## src/rtl/button_debounce_multi.sv

```systemverilog
// N-channel push-button conditioner: 2-FF synchroniser, counter debounce,
// press/release/long-press single-cycle pulses and a wrapping press counter.
// Channels share parameters and the clear input but are otherwise independent.
// The debounced level is registered once more to produce the outputs. A clean
// step therefore appears on pressed and the pulses 2+STABLE_CYCLES edges after
// the edge that first samples it.
module button_debounce_multi #(
  parameter int N_CH          = 2,
  parameter int ACTIVE_LOW    = 1,
  parameter int STABLE_CYCLES = 500000,
  parameter int LONG_CYCLES   = 100000000,
  parameter int CNT_W         = 8
) (
  input  logic                  clk,
  input  logic                  reset,
  input  logic [N_CH-1:0]       button,
  input  logic                  clear_cnt,
  output logic [N_CH-1:0]       pressed,
  output logic [N_CH-1:0]       press_pulse,
  output logic [N_CH-1:0]       release_pulse,
  output logic [N_CH-1:0]       long_pulse,
  output logic [N_CH*CNT_W-1:0] press_count
);

  localparam int ST_W = $clog2(STABLE_CYCLES + 1);
  localparam int LG_W = $clog2(LONG_CYCLES + 1);

  // Last count value before an accepted level change.
  localparam logic [ST_W-1:0] ST_LAST = ST_W'(STABLE_CYCLES - 1);
  // Hold count on which long_pulse is armed, and the saturation value.
  localparam logic [LG_W-1:0] LG_FIRE = LG_W'(LONG_CYCLES - 1);
  localparam logic [LG_W-1:0] LG_MAX  = LG_W'(LONG_CYCLES);

  // XOR mask that turns the raw pin level into 1 = pressed.
  localparam logic [N_CH-1:0] POL = (ACTIVE_LOW != 0) ? {N_CH{1'b1}} : {N_CH{1'b0}};

  // Valid/ready does not apply: every output is a plain registered level or
  // one-cycle pulse, consumed by the sink on the cycle it is high.

  logic [N_CH-1:0]            sync1_q, sync2_q;
  logic [N_CH-1:0]            deb_q, deb_d;
  logic [N_CH-1:0][ST_W-1:0]  stab_q, stab_d;
  logic [N_CH-1:0][LG_W-1:0]  hold_q, hold_d;
  logic [N_CH-1:0][CNT_W-1:0] cnt_q, cnt_d;
  logic [N_CH-1:0]            pressed_q, press_pulse_q, release_pulse_q, long_pulse_q;
  logic [N_CH-1:0]            long_d;

  // Two-stage synchroniser on the polarity-normalised input; resets to released.
  always_ff @(posedge clk or posedge reset) begin
    if (reset) begin
      sync1_q <= '0;
      sync2_q <= '0;
    end else begin
      sync1_q <= button ^ POL;
      sync2_q <= sync1_q;
    end
  end

  // Debounce next state: count consecutive disagreeing cycles, flip on the last one.
  always_comb begin
    deb_d  = deb_q;
    stab_d = stab_q;
    for (int i = 0; i < N_CH; i++) begin
      if (sync2_q[i] == deb_q[i]) begin
        stab_d[i] = '0;
      end else if (stab_q[i] == ST_LAST) begin
        deb_d[i]  = ~deb_q[i];
        stab_d[i] = '0;
      end else begin
        stab_d[i] = stab_q[i] + ST_W'(1);
      end
    end
  end

  // Hold counter next state: counts while pressed, saturates, arms long pulse once.
  always_comb begin
    hold_d = hold_q;
    long_d = '0;
    for (int i = 0; i < N_CH; i++) begin
      if (!pressed_q[i]) begin
        hold_d[i] = '0;
      end else begin
        if (hold_q[i] != LG_MAX) begin
          hold_d[i] = hold_q[i] + LG_W'(1);
        end
        long_d[i] = (hold_q[i] == LG_FIRE);
      end
    end
  end

  // Press counter next state: clear wins over the increment from a press pulse.
  always_comb begin
    cnt_d = cnt_q;
    for (int i = 0; i < N_CH; i++) begin
      if (clear_cnt) begin
        cnt_d[i] = '0;
      end else begin
        cnt_d[i] = cnt_q[i] + CNT_W'(press_pulse_q[i]);
      end
    end
  end

  // Debounce state and counters.
  always_ff @(posedge clk or posedge reset) begin
    if (reset) begin
      deb_q  <= '0;
      stab_q <= '0;
      hold_q <= '0;
      cnt_q  <= '0;
    end else begin
      deb_q  <= deb_d;
      stab_q <= stab_d;
      hold_q <= hold_d;
      cnt_q  <= cnt_d;
    end
  end

  // Output registers: debounced level plus edge pulses against its previous value.
  always_ff @(posedge clk or posedge reset) begin
    if (reset) begin
      pressed_q       <= '0;
      press_pulse_q   <= '0;
      release_pulse_q <= '0;
      long_pulse_q    <= '0;
    end else begin
      pressed_q       <= deb_q;
      press_pulse_q   <= deb_q & ~pressed_q;
      release_pulse_q <= ~deb_q & pressed_q;
      long_pulse_q    <= long_d;
    end
  end

  assign pressed       = pressed_q;
  assign press_pulse   = press_pulse_q;
  assign release_pulse = release_pulse_q;
  assign long_pulse    = long_pulse_q;
  assign press_count   = cnt_q;

endmodule

```

## config.mk

```make
export PLATFORM = sky130hd
export DESIGN_NAME = button_debounce_multi
export DESIGN_NICKNAME = d
export VERILOG_FILES = /design/src/rtl/button_debounce_multi.sv
export SDC_FILE = /design/constraint.sdc
export NUM_CORES = 1
export LEC_CHECK = 0
export ABC_CLOCK_PERIOD_IN_PS = 4840
export CAP_MARGIN = 20
export CORE_MARGIN = 5
export CORE_UTILIZATION = 50
export CTS_CLUSTER_SIZE = 12
export DETAILED_ROUTE_END_ITERATION = 7
export HOLD_SLACK_MARGIN = 0.12
export PLACE_DENSITY = 0.74
export SYNTH_ARGS = -nofsm -noshare
export SYNTH_HDL_FRONTEND = slang
export SYNTH_SLANG_ARGS = --single-unit
```

## constraint.sdc

```tcl
create_clock -name clk -period 4.84 [get_ports clk]
set_clock_uncertainty 0.1 [all_clocks]
set_input_delay 0.968 -clock clk [delete_from_list [all_inputs] [get_ports clk]]
set_output_delay 0.968 -clock clk [all_outputs]
set_load 0.01 [all_outputs]
```

# Word level (Yosys, flattened, before mapping)
# Cells that the tools add are included.
# word_totals
register_bits	122
in_bits	5
out_inout_bits	24
elab_cells	53
# op_classes
addsub	6
eq_ne	10
muxes	12
bitwise_logic	9
reduce_logical	2
# ops
op	n
$mux W27	4
$mux W19	4
$add A27 B1 Y27 const B	2
$eq A27 B27 Y1 const B	2
$ne A27 B27 Y1 const B	2
$add A19 B1 Y19 const B	2
$eq A19 B19 Y1 const B	2
$add A8 B1 Y8	2
$mux W8	2
$not A2 Y2	3
$and A2 B2 Y2	2
$ne A2 B1 Y1 const B	2
$not A1 Y1	4
$reduce_and A2 Y1	2
$eq A1 B1 Y1	2
$mux W1	2

# Longest topological paths before layout
# depth
ltp_word	3
mapped_depth	6

# Least setup slack after synthesis
# No wires, ideal clock.
# synth_path
kind	reg2reg
start	reg hold_q[27] in the netlist's numbering
end	reg hold_q[53] in the netlist's numbering
setup_time_ns	0.078
arrival_time_ns	1.960
required_ns	4.662
setup_slack_ns	2.702
stages_incl_launch_ff	6
period_less_slack_ns	2.138
path_cell_list	dfrtp_1 > ha_1 > nand4_4 > or4_4 > or4_1 > a21oi_1
# synth_via
elab_chain_cells	3
# synth_rtl
element	line_no	source
start, declared	43	logic [N_CH-1:0][LG_W-1:0] hold_q, hold_d;
start signal, assigned	113	hold_q <= hold_d;
$add A27 B1 Y27	84	hold_d[i] = hold_q[i] + LG_W'(1);
$mux W27	83	if (hold_q[i] != LG_MAX) begin
$mux W27	80	if (!pressed_q[i]) begin
# Parallel ways exist; a longest one is shown, timed or not. The select of a mux whose other input is x is not followed.
# A chain may end at the register's enable or synchronous reset.

# Final worst setup path
# layout_path
start	reg pressed_q[1], in the netlist pressed[1]
end	out pressed[1]
# layout_rtl
element	line_no	source
start, declared	45	logic [N_CH-1:0] pressed_q, press_pulse_q, release_pulse_q, long_pulse_q;
start signal, assigned	126	pressed_q <= deb_q;
end, declared	18	output logic [N_CH-1:0] pressed,
# No word-level cell between the ends.

==> impl_metrics.py <==
metrics = {
    "sta": {
        "worstMarginPinSlew_ns": 0.803,
        "slew_headroom": 0.464,
        "period_share": 0.550,
        "hold_viol": 0,
        "setup_tns_ns": 0,
        "finalCriticalPeriod_ns": 2.66,
        "maxSlewViolCount": 0,
        "final-setup-viol-count": 0,
        "fmax_ghz": 0.375,
        "rsz0062_at_grt": "false",
    },
    "final_layout": {
        "area_delta_synth_final_pct": 17.2,
        "ff_latch_area_sq_mm": 0.00305,
        "antenna_cells": 0,
        "final_common_cell": "dfrtp_1",
        "drive_gt1_frac": 0.0805,
        "final_cell_count_no_fill": 789,
        "mostFrequentLayoutCells": "dfrtp_1 (122), nor2_1 (72), nand3_1 (39)",
        "final_nets": 648,
        "fillers": 923,
        "multiInputGateArea_sq_mm": 0.00272,
    },
    "die": {
        "core_sq_mm": 0.0115,
        "die_x_um": 119,
        "dieArea_sq_mm": 0.0142,
        "ios": 29,
        "die-height_um": 119,
        "start_util": 0.516,
        "rows": 39,
    },
    "routing": {
        "vias_per_cell": 5.77,
        "dr_total_vias": 4549,
        "wirelength_um": 11600,
        "drt_iter0_drc": 241,
        "drc": 0,
        "firstDrtPassIters": 5,
        "ant_nets": 0,
        "wl_per_cell_um": 14.7,
    },
    "global_route": {
        "grt_util_met1": 0.218,
        "grt_pass1_wl_um": 20200,
        "gr-usage-met2": 0.282,
        "overflow": 0,
        "grt_max_degree": 88,
        "grt-busiest-layer": "met2",
        "first_global_vias": 4396,
        "track_usage": 0.173,
        "antenna_found_initial": 0,
        "met3_usage": 0.0517,
    },
    "synth": {
        "synth_seq_cells": 122,
        "synth_top_area_frac": 0.513,
        "syn_nets": 613,
        "synth.distinct_cells": 42,
        "yosysTopAreaCell": "dfrtp_1",
        "yosys_most_used_dff": "dfrtp_1",
        "synth_cells": 598,
        "syn_avg_cell_area_sq_um": 9.94,
        "yosysSeqAreaShare": 0.513,
        "synth_edf_count": 0,
        "async_flop_share": 1.00,
        "yosysWarnings": 0,
        "synth_area_leaders": "dfrtp_1 (51%), xnor2_1 (5.6%), nor2_1 (4.5%), xor2_1 (3.4%), nand3_1 (3.3%)",
        "syn_area_sq_mm": 0.00595,
    },
    "status": {
        "run_status": "complete, no violations",
    },
    "placement": {
        "io_buffers": 28,
        "dp_hpwl_um": 7620,
        "dp_cells": 754,
        "gp_congestion": 0.816,
    },
    "cts": {
        "postCtsResizedCells": 0,
        "hold_buffers": 0,
        "clk-insertion-delay-late_ns": 0.41,
        "htree_levels": 4,
        "clockBufferDepth": 2,
        "cts_tree": "yes",
        "cts.sinks": 122,
        "clk_pin_slew_ns": 0.05,
        "root_buffer": "clkbuf_16",
        "cts-buffers-inserted": 17,
        "post_cts_buffers": 0,
    },
    "setup_path": {
        "crit_path_max_fanout": 11,
        "worstPathRequired_ns": 3.77,
        "criticalPathCategory": "flop to output pin",
        "path_delay_family": "buffers and inverters",
        "crit_chain": "clkdlybuf4s50_1",
        "crit_slowest_cell": "clkdlybuf4s50_1",
        "arrival_ns": 1.60,
        "critPathCaptureType": "output pin",
        "crit_buf_inv": 1,
        "crit_path_start_kind": "flop",
        "cpPeakStageDelay_ns": 0.62,
    },
    "power_and_ir_drop": {
        "leakagePower_nw": 2.69,
        "ir_worst_vdd_uv": 196,
        "p_per_area_mw_per_mm2": 335,
    },
    "job": {
        "maxCapViolCount": 0,
    },
    "min_path": {
        "hold_class": "flop to flop",
    },
}
==> registers in the layout, summed over array words and instances (netlist names) <==
name           flops
pressed            2
long_pulse         2
sync2_q            2
press_count       16
hold_q            54
press_pulse        2
sync1_q            2
stab_q            38
release_pulse      2
deb_q              2
==> synth_stat cells (2+ instances only) <==
cell type,count
nand2_1,38
ha_1,10
nor4bb_1,2
or3_2,2
clkbuf_1,12
or2_2,2
or3_1,17
nand4_1,24
nor2_1,72
clkbuf_2,2
nand3b_1,4
dfrtp_1,122
nor3_1,17
nor4_1,16
or4_4,3
nor4b_1,7
o21ai_1,2
nand3_1,39
and4_1,6
nor2b_1,6
buf_6,3
mux2_2,2
mux2i_1,7
xor2_1,23
a21oi_1,31
xnor2_1,38
inv_1,22
and2_1,2
o21ai_0,20
o22ai_1,2
and3_1,8
or4_1,15
nand4_4,2
o31ai_1,12
==> through the flow <==
stage	hold WS [ns]	power [mW]	util	worst slack, ns	instance area (sq um)
after floorplan	0.231	1.08	-	0.529	5950
final	0.246	2.34	0.605	2.18	6970
after detailed placement	0.235	1.09	0.550	2.14	6330
after global placement	0.235	1.09	0.550	2.19	6330
after CTS	0.247	2.36	0.602	2.16	6930
after global routing	0.256	2.42	0.605	2.09	6970
==> cell families after synthesis <==
logic type / share of synthesized area
adder cells (fa/ha/maj): 0.0210
XOR/XNOR: 0.0899
buffers and inverters: 0.0295
AND/OR/NAND/NOR: 0.265
flip-flops: 0.513
multiplexers: 0.0156
AO/OA/AOI/OAI: 0.0659
==> final timing paths <==
| path | startpoint | endpoint | slack [ns] | depth (start not counted) |
|---|---|---|---|---|
| setup / recovery | pressed[1] | pressed[1] | 2.18 | 1 |
| hold / removal | sync1_q[0] | sync2_q[0] | 0.25 | 0 |
| setup reg to reg | hold_q[27] | hold_q[53] | 2.45 | 5 |
| hold reg to reg | sync1_q[0] | sync2_q[0] | 0.25 | 0 |
| max in group asynchronous | reset | pressed[0] | 2.91 | 4 |
| min in group asynchronous | reset | press_pulse[1] | 0.86 | 2 |
==> layout make-up <==
cell class,count,area share
Multi-Input combinational cell,436,0.390
Tap cell,143,0.0257
Timing Repair Buffer,33,0.0474
Inverter,23,0.0127
Clock buffer,22,0.0695
Sequential cell,122,0.438
Clock inverter,10,0.0167
==> power breakdown <==
group / internal [mW] / total (mW) / switching (mW)
Combinational: 0.0113 / 0.0420 / 0.0307
Clock: 0.810 / 1.26 / 0.451
Sequential: 1.03 / 1.03 / 0.00551
==> per-layer routing <==
metal,part of all wire,up-vias
met3,0.044,14
met4,0.010,0
met2,0.49,108
met5,0,-
li1,-,2224
met1,0.45,2203
Power figures use the tool's default switching activity.
